$ cat config.mk
export PLATFORM = sky130hd
export DESIGN_NAME = gen_arb4rr
export DESIGN_NICKNAME = d
export VERILOG_FILES = /design/src/rtl/gen_arb4rr.sv
export SDC_FILE = /design/constraint.sdc
export NUM_CORES = 1
export LEC_CHECK = 0
export CAP_MARGIN = 40
export CORE_AREA = 2 2 202 204
export DETAILED_ROUTE_END_ITERATION = 8
export DIE_AREA = 0 0 204 206
export PLACE_DENSITY_LB_ADDON = 0.25
export SETUP_SLACK_MARGIN = 0.5
export SYNTH_ARGS = -nofsm -noshare
export SYNTH_HDL_FRONTEND = slang
export SYNTH_SLANG_ARGS = --single-unit
$ cat constraint.sdc
create_clock -name dev_clk -period 4.89 [get_ports dev_clk]
set_input_delay 0.978 -clock dev_clk [delete_from_list [all_inputs] [get_ports dev_clk]]
set_output_delay 0.978 -clock dev_clk [all_outputs]
set_load 0.005 [all_outputs]
$ cat src/rtl/gen_arb4rr.sv
// gen_arb4rr -- four-port round-robin arbiter sharing one req/ack memory device bus.
// Each master sees a full handshake (hold req, receive a one-cycle ack plus registered
// rdata). A device-ack watchdog keeps a hung device from locking the bus.
//
//   state   | meaning
//   S_IDLE  | no transaction in flight; arbitrate among PEND ports
//   S_REQ   | dev_req high, waiting for dev_ack or watchdog expiry
//   S_ACK   | deliver captured data and ack pulse to the granted port
//   S_GAP   | mandatory idle cycle before the next arbitration
//   FE_IDLE | port has no outstanding request
//   FE_PEND | port request accepted, waiting for service
//   FE_DONE | port serviced; waits for req to drop before re-arming
module gen_arb4rr #(
  parameter logic [3:0]  p_mask    = 4'b1111,
  parameter bit          p_dev16   = 1'b1,
  parameter logic [15:0] p_timeout = 16'd0
) (
  input  logic        dev_clk,
  input  logic        dev_rst_n,
  output logic [31:0] dev_addr,
  output logic [31:0] dev_wdata,
  output logic [3:0]  dev_be,
  output logic        dev_wr,
  output logic        dev_req,
  input  logic [31:0] dev_rdata,
  input  logic        dev_ack,
  input  logic [31:0] p0_addr,
  input  logic [31:0] p0_wdata,
  input  logic [3:0]  p0_be,
  input  logic        p0_wr,
  input  logic        p0_req,
  output logic        p0_ack,
  output logic [31:0] p0_rdata,
  input  logic [31:0] p1_addr,
  input  logic [31:0] p1_wdata,
  input  logic [3:0]  p1_be,
  input  logic        p1_wr,
  input  logic        p1_req,
  output logic        p1_ack,
  output logic [31:0] p1_rdata,
  input  logic [31:0] p2_addr,
  input  logic [31:0] p2_wdata,
  input  logic [3:0]  p2_be,
  input  logic        p2_wr,
  input  logic        p2_req,
  output logic        p2_ack,
  output logic [31:0] p2_rdata,
  input  logic [31:0] p3_addr,
  input  logic [31:0] p3_wdata,
  input  logic [3:0]  p3_be,
  input  logic        p3_wr,
  input  logic        p3_req,
  output logic        p3_ack,
  output logic [31:0] p3_rdata,
  output logic [1:0]  grant,
  output logic        busy,
  output logic        timeout_err,
  input  logic        err_clr
);

  typedef enum logic [1:0] {S_IDLE, S_REQ, S_ACK, S_GAP} seq_t;
  typedef enum logic [1:0] {FE_IDLE, FE_PEND, FE_DONE} fe_t;

  localparam bit WD_EN = (p_timeout != 16'd0);

  logic [31:0] addr_in  [4];
  logic [31:0] wdata_in [4];
  logic [3:0]  be_in    [4];
  logic [3:0]  wr_in;
  logic [3:0]  req_in;

  assign addr_in[0]  = p0_addr;
  assign addr_in[1]  = p1_addr;
  assign addr_in[2]  = p2_addr;
  assign addr_in[3]  = p3_addr;
  assign wdata_in[0] = p0_wdata;
  assign wdata_in[1] = p1_wdata;
  assign wdata_in[2] = p2_wdata;
  assign wdata_in[3] = p3_wdata;
  assign be_in[0]    = p0_be;
  assign be_in[1]    = p1_be;
  assign be_in[2]    = p2_be;
  assign be_in[3]    = p3_be;
  assign wr_in       = {p3_wr, p2_wr, p1_wr, p0_wr};
  assign req_in      = {p3_req, p2_req, p1_req, p0_req};

  fe_t         fe_q [4];
  fe_t         fe_d [4];
  seq_t        state_q, state_d;
  logic [1:0]  last_q, last_d;
  logic [1:0]  grant_q, grant_d;
  logic [31:0] addr_q, addr_d;
  logic [31:0] wdata_q, wdata_d;
  logic [3:0]  be_q, be_d;
  logic        wr_q, wr_d;
  logic        req_q, req_d;
  logic [31:0] cap_q, cap_d;
  logic [15:0] wd_cnt_q, wd_cnt_d;
  logic        err_q, err_d;
  logic [3:0]  ack_q, ack_d;
  logic [31:0] rdata_q [4];
  logic [31:0] rdata_d [4];

  logic        pick_vld;
  logic [1:0]  pick_idx;
  logic [1:0]  cand;
  logic        wd_expired;
  logic [31:0] cap_fmt;

  assign wd_expired = WD_EN && (wd_cnt_q == 16'd0);
  assign cap_fmt    = p_dev16 ? {cap_q[15:0], cap_q[15:0]} : cap_q;

  // Per-port front end: a req is accepted once, then must drop before it can re-arm
  always_comb begin
    for (int n = 0; n < 4; n++) begin
      fe_d[n] = fe_q[n];
      case (fe_q[n])
        FE_IDLE: if (req_in[n] && p_mask[n]) fe_d[n] = FE_PEND;
        FE_PEND: if (ack_q[n]) fe_d[n] = FE_DONE;
        FE_DONE: if (!req_in[n]) fe_d[n] = FE_IDLE;
        default: fe_d[n] = FE_IDLE;
      endcase
    end
  end

  // Round-robin pick: first PEND port starting just after the last grant
  always_comb begin
    pick_vld = 1'b0;
    pick_idx = last_q;
    cand     = last_q;
    for (int i = 1; i <= 4; i++) begin
      cand = last_q + 2'(i);
      if (!pick_vld && (fe_q[cand] == FE_PEND)) begin
        pick_vld = 1'b1;
        pick_idx = cand;
      end
    end
  end

  // Sequencer next state: latch, wait for device/watchdog, deliver, gap
  always_comb begin
    state_d  = state_q;
    last_d   = last_q;
    grant_d  = grant_q;
    addr_d   = addr_q;
    wdata_d  = wdata_q;
    be_d     = be_q;
    wr_d     = wr_q;
    req_d    = req_q;
    cap_d    = cap_q;
    wd_cnt_d = wd_cnt_q;
    ack_d    = 4'b0000;
    err_d    = err_q;
    for (int n = 0; n < 4; n++) rdata_d[n] = rdata_q[n];
    if (err_clr) err_d = 1'b0;
    case (state_q)
      S_IDLE: begin
        if (pick_vld) begin
          grant_d  = pick_idx;
          last_d   = pick_idx;
          addr_d   = addr_in[pick_idx];
          wdata_d  = wdata_in[pick_idx];
          be_d     = be_in[pick_idx];
          wr_d     = wr_in[pick_idx];
          req_d    = 1'b1;
          wd_cnt_d = p_timeout - 16'd1;
          state_d  = S_REQ;
        end
      end
      S_REQ: begin
        // a device ack in the expiry cycle takes precedence over the timeout
        if (dev_ack) begin
          cap_d   = dev_rdata;
          req_d   = 1'b0;
          state_d = S_ACK;
        end else if (wd_expired) begin
          cap_d   = 32'hFFFF_FFFF;
          err_d   = 1'b1;
          req_d   = 1'b0;
          state_d = S_ACK;
        end else begin
          wd_cnt_d = wd_cnt_q - 16'd1;
        end
      end
      S_ACK: begin
        rdata_d[grant_q] = cap_fmt;
        ack_d[grant_q]   = 1'b1;
        state_d          = S_GAP;
      end
      S_GAP: begin
        state_d = S_IDLE;
      end
      default: begin
        state_d = S_IDLE;
        req_d   = 1'b0;
      end
    endcase
  end

  // State registers; reset leaves port 0 as the first in line
  always_ff @(posedge dev_clk or negedge dev_rst_n) begin
    if (!dev_rst_n) begin
      for (int n = 0; n < 4; n++) begin
        fe_q[n]    <= FE_IDLE;
        rdata_q[n] <= 32'd0;
      end
      state_q  <= S_IDLE;
      last_q   <= 2'd3;
      grant_q  <= 2'd0;
      addr_q   <= 32'd0;
      wdata_q  <= 32'd0;
      be_q     <= 4'd0;
      wr_q     <= 1'b0;
      req_q    <= 1'b0;
      cap_q    <= 32'd0;
      wd_cnt_q <= 16'd0;
      err_q    <= 1'b0;
      ack_q    <= 4'd0;
    end else begin
      for (int n = 0; n < 4; n++) begin
        fe_q[n]    <= fe_d[n];
        rdata_q[n] <= rdata_d[n];
      end
      state_q  <= state_d;
      last_q   <= last_d;
      grant_q  <= grant_d;
      addr_q   <= addr_d;
      wdata_q  <= wdata_d;
      be_q     <= be_d;
      wr_q     <= wr_d;
      req_q    <= req_d;
      cap_q    <= cap_d;
      wd_cnt_q <= wd_cnt_d;
      err_q    <= err_d;
      ack_q    <= ack_d;
    end
  end

  assign dev_addr    = addr_q;
  assign dev_wdata   = wdata_q;
  assign dev_be      = be_q;
  assign dev_wr      = wr_q;
  assign dev_req     = req_q;
  assign grant       = grant_q;
  assign busy        = (state_q != S_IDLE);
  assign timeout_err = err_q;
  assign p0_ack      = ack_q[0];
  assign p1_ack      = ack_q[1];
  assign p2_ack      = ack_q[2];
  assign p3_ack      = ack_q[3];
  assign p0_rdata    = rdata_q[0];
  assign p1_rdata    = rdata_q[1];
  assign p2_rdata    = rdata_q[2];
  assign p3_rdata    = rdata_q[3];

endmodule

Yosys cells after proc, flatten, opt, wreduce, memory -nomap -nowiden
Cells that the tools add are included.

operators by class
  add/subtract/negate cells = 3
  order comparisons = 10
  eq/ne operators = 29
  muxes and demuxes = 59
  bitwise logic cells = 6
  reduce and logical (&&, ||, !) cells = 23

operator list
  operator                                                                count
  32-bit 2-to-1 mux                                                       5
  32-bit binary-select mux with 2-bit select                              2
  128-bit bitwise mux                                                     1
  32-bit demux with 2-bit select                                          1
  2-bit 2-to-1 mux                                                        26
  2-bit != test (second input constant)                                   14
  2-bit case mux with 3 select lines                                      4
  2-bit by 1-bit equality test with 1-bit output (second input constant)  9
  3-bit greater-or-equal comparator (second input constant)               6
  2-bit NOT with 3-bit output                                             6
  2-bit binary-select mux with 2-bit select                               4
  3-bit AND reduction                                                     5
  2-bit equality test (second input constant)                             6
  4-bit 2-to-1 mux                                                        3
  2-bit zero test                                                         5
  4-bit binary-select mux with 2-bit select                               1
  1-bit 2-to-1 mux                                                        8
  2-bit case mux with 4 select lines                                      1
  2-bit by 3-bit < comparator with 1-bit output (second input constant)   2
  2-bit AND reduction                                                     3
  1-bit logical AND                                                       5
  2-bit adder (second input constant)                                     2
  2-bit nonzero test                                                      2
  1-bit zero test                                                         3
  other kinds (6)                                                         6

storage, ports and cells
  flip-flop bits (word level) = 232
  bits of input ports = 316
  output and inout port bits = 206
  word-level logic and storage cells = 148

Longest topological paths before layout
  depth in word-level cells = 20
  gate-level depth with buffers = 8
  mapped depth without buffers = 6

Worst setup path before layout
Ideal clock, no wire load.

  path kind = input to register
  from = input port dev_ack
  to = register cap_q[10]
  library setup time = 0.125 ns
  arrival time = 1.892 ns
  required time = 4.765 ns
  slack = 2.874 ns
  cell stages on the path = 3
  path buffers = 1
  cell sequence = nand2_1 -> clkbuf_1 -> mux2_2

on the way
  longest elaborated chain between the ends = 1

ends and longest elaborated chain
  item                           line  source
  from (decl)                    26    input logic dev_ack,
  2-bit AND reduction (no line)  --
  to (signal assigned)           232   cap_q <= cap_d;
  to (decl)                      97    logic [31:0] cap_q, cap_d;

Every way passes these cells.
A chain may end at the register's enable or synchronous reset.

Final worst setup path
  from = register state_q[0]
  to = output port busy

on the way
  longest elaborated chain between the ends = 1

ends and longest elaborated chain
  item                    line  source
  from (decl)             89    seq_t state_q, state_d;
  from (signal assigned)  224   state_q <= state_d;
  2-bit nonzero test      245   assign busy = (state_q != S_IDLE);
  to (decl)               56    output logic busy,

Every way passes these cells.

==> flow_summary_export.csv <==
group,metric,value,unit
sta,hold_viol_final,0,
sta,post-route-period-util,58.6,%
yosys,yosys.cell_types.count,40,
yosys,synth_top_cells_by_area,"dfrtp_1 (45%), mux2i_1 (16%), o221ai_2 (11%), nand2_1 (7.2%), buf_4 (5.5%)",
detailed_routing,drc_errors,0,
final_layout,drive_above_1_share,13.5,%
yosys,synth_edf_count,0,
yosys,synthFlopType,"dfrtp_1",
floorplanning,die_area,42000,um2
sta,rsz0062_at_grt,"no",
global_routing,grtUsageMet3,5.05,%
detailed_routing,drtAntennaViolNets,0,
global_routing,grtUsageMet1,18.7,%
power_and_ir_drop,seq_power_share,26.9,%
yosys,synth-xor-area-share,0,%
global_routing,grt_pass1_wl,49900,um
floorplanning,initial_utilization,22.9,%
yosys,yosysWarnings,0,
worst_setup_path,timing.critical_path.mode_cell,"inv_1",
power_and_ir_drop,clkPwrFrac,13.0,%
worst_setup_path,arrival,1.89,ns
worst_setup_path,start_kind,"register",
clocking,cts_hold_buf,0,
final_layout,area_growth,60.0,%
sta,maxSlewHeadroom,43.9,%
floorplanning,ioPinCount,522,
worst_setup_path,crit_path_cell_trace,"inv_1, ha_1, inv_1, clkdlybuf4s50_1",
yosys,ys_ff_latch,168,
worst_setup_path,cp_slowest_cell,"clkdlybuf4s50_1",
sta,worst_pin_slew,0.841,ns
sta,slew_violations,0,
detailed_routing,wirelength,34700,um
outcome,status,"finished, final reports clean",
yosys,synth_compound_area_share,12.8,%
yosys,synth_most_common_cell,"nand2_1",
placed_design,place_hpwl,26300,um
sta,final.setup.tns,0,ns
sta,max_freq,349,MHz
yosys,yosysSeqAreaShare,45.7,%
placed_design,place.gp.congestion,0.743,
detailed_routing,firstDrtPassIters,4,
yosys,synth_simple_gate_area_share,9.01,%
run,cap_violations,0,
final_layout,n_fill_cell,3984,
yosys,syn_area,9210,um2
worst_setup_path,critPathKind,"reg2out",
yosys,ys_top_cells_by_count,"nand2_1 (176), dfrtp_1 (166), mux2i_1 (143)",
power_and_ir_drop,p_leak,6.32,nW
power_and_ir_drop,ir_worst_vdd,0.547,mV
detailed_routing,vias,7493,
clocking,ctsRootBufferMaster,"clkbuf_16",
min_path,hold_start,"fe_q[5]",
global_routing,track_usage,16.1,%
worst_setup_path,crit_fanout,5,
yosys,synth_top_family_by_area,"multiplexers",
placed_design,postPlaceCellArea,14200,um2
global_routing,grt_pass1_vias,7842,
yosys,async_flop_share,100,%
worst_setup_path,crit_required,3.91,ns
detailed_routing,drt_iter0_drc,263,
worst_setup_path,ff2ff_path_depth,6,
yosys,synthAdderAreaFrac,0.544,%
power_and_ir_drop,internal-power,5.96,mW
clocking,post-cts-setup-buffers,0,
power_and_ir_drop,power_frac_comb,60.1,%
global_routing,busiest_layer,"met2",
global_routing,antenna_found_initial,5,
sta,finalSetupViolCount,0,
yosys,muxShareOfSynthArea,21.6,%
worst_setup_path,cpPeakStageDelay,0.51,ns
clocking,numCtsBuffers,17,
clocking,insertion_delay,0.44,ns
sta,period_needed,2.86,ns
yosys,synth_nets,1095,
worst_setup_path,r2r_start,"fe_q[1]",
worst_setup_path,endpoint_kind,"output pin",
min_path,hold_class,"reg2reg",
placed_design,io_buffer_count,503,
clocking,htreeDepth,4,
worst_setup_path,reg2reg_slack,2.39,ns
sta,fin_skew,0.0139,ns
floorplanning,dieHeight,206,um
final_layout,stdcell_count,1746,
power_and_ir_drop,finalPower,9.81,mW
worst_setup_path,reg2reg_to,"dev_addr[6]",
yosys,synth.avg_cell_area,11.9,um2
clocking,cts_resized,0,
floorplanning,die_x,204,um
final_layout,nNetsFinal,1519,
min_path,whs_path_depth,1,
detailed_routing,vias_per_cell,4.29,
final_layout,fin_area,14700,um2
global_routing,grt_max_degree,98,
yosys,syn-instance-count,775,
clocking,cts.sinks,168,
final_layout,utilization,36.7,%
detailed_routing,post_drt_wl_per_cell,19.9,um
power_and_ir_drop,sw_frac_of_total,39.3,%
power_and_ir_drop,switchingPower,3.85,mW
global_routing,grt.overflow.total,0,
clocking,cts_tree,"done",
yosys,synth.largest_area_cell,"dfrtp_1",
power_and_ir_drop,power_density,666,nW/um2
min_path,hold-path-endpoint,"fe_q[4]",
global_routing,met2_usage,28.6,%
clocking,clockBufferDepth,2,
floorplanning,rows,74,
floorplanning,core,40200,um2
clocking,clk_pin_slew,0.07,ns
yosys,synth_top_area_share,45.1,%
placed_design,place_inst,1712,
layer usage:
layer	routed length [um]	part of all wire [%]	vias up
li1	-	-	3541
met1	14100	41	3628
met2	17400	50	289
met3	2730	7.9	29
met4	391	1.1	6
met5	36	0.10	-
cells in the final DEF, fill, tap and decap left out, drive strengths merged, types with 2 or more instances in the layout:
| master | count |
|---|---|
| buf | 13 |
| ha | 4 |
| nand3b | 2 |
| mux2i | 144 |
| nand2 | 177 |
| clkdlybuf4s50 | 502 |
| o21ai | 6 |
| nand2b | 5 |
| mux2 | 48 |
| nor2 | 5 |
| clkbuf | 20 |
| a21oi | 2 |
| inv | 11 |
| diode | 2 |
| clkinvlp | 2 |
| dfstp | 2 |
| o22ai | 5 |
| clkinv | 10 |
| and2b | 4 |
| o21a | 2 |
| o221ai | 71 |
| a211oi | 2 |
| dfrtp | 166 |
cells by family (layout without fill, tap and decap cells):
family	Yosys count	after routing
adder cells (fa/ha/maj)	4	4
AO/OA/AOI/OAI	90	90
multiplexers	192	192
flip-flops	168	168
buffers and inverters	121	558
other	1	3
AND/OR/NAND/NOR	199	199
metrics by stage:
stage / worst slack (ns) / hold slack (ns)
6_report: 2.03 / 0.464
3_3_place_gp: 2.17 / 0.443
5_1_grt: 1.86 / 0.493
4_1_cts: 1.95 / 0.466
2_1_floorplan: 2.87 / 0.431
3_5_place_dp: 2.33 / 0.449
sequential cells by signal (all words and copies together) (netlist names):
name	cells
ack_q	4
cap_q	16
dev_addr	32
dev_be	4
dev_req	1
dev_wdata	32
dev_wr	1
fe_q	8
grant	2
last_q	2
p0_rdata	16
p1_rdata	16
p2_rdata	16
p3_rdata	16
state_q	2
critical path: cells and delay by family (launching register included):
kind / cells / cell delay, ns
flops: 1 / 0.39
buf+inv: 3 / 0.76
fa+ha+maj: 1 / 0.30
how the worst max path moves through the flow:
| stage | slack (ns) | to | startpoint | cells after the start |
|---|---|---|---|---|
| after floorplan | 2.87 | cap_q[10] | dev_ack | 3 |
| after global placement | 2.17 | cap_q[15] | dev_ack | 3 |
| after detailed placement | 2.33 | dev_addr[6] | fe_q[1] | 6 |
| after CTS | 1.95 | busy | state_q[1] | 4 |
| after global routing | 1.86 | busy | state_q[1] | 4 |
| final | 2.03 | busy | state_q[0] | 4 |
cell type report:
| type | count | area [um2] | area share (%) |
|---|---|---|---|
| diodes | 2 | 5.00 | 0.0340 |
| well taps | 532 | 666 | 4.52 |
| flip-flops and latches | 168 | 4210 | 28.6 |
| multi-input cells | 486 | 4070 | 27.6 |
| inverters | 10 | 37.5 | 0.255 |
| clock buffers | 19 | 433 | 2.94 |
| clock inverters | 13 | 98.8 | 0.671 |
| repair buffers | 516 | 5210 | 35.4 |
power groups by stage:
stage               Clock, mW  Combinational, mW  Sequential (mW)
global route             1.39               6.38             2.74
global placement            0               5.91             2.64
floorplan                   0               3.96             2.56
CTS                      1.34               6.04             2.65
detailed placement          0               6.02             2.66
finish                   1.27               5.90             2.64
Power figures use the tool's default switching activity.
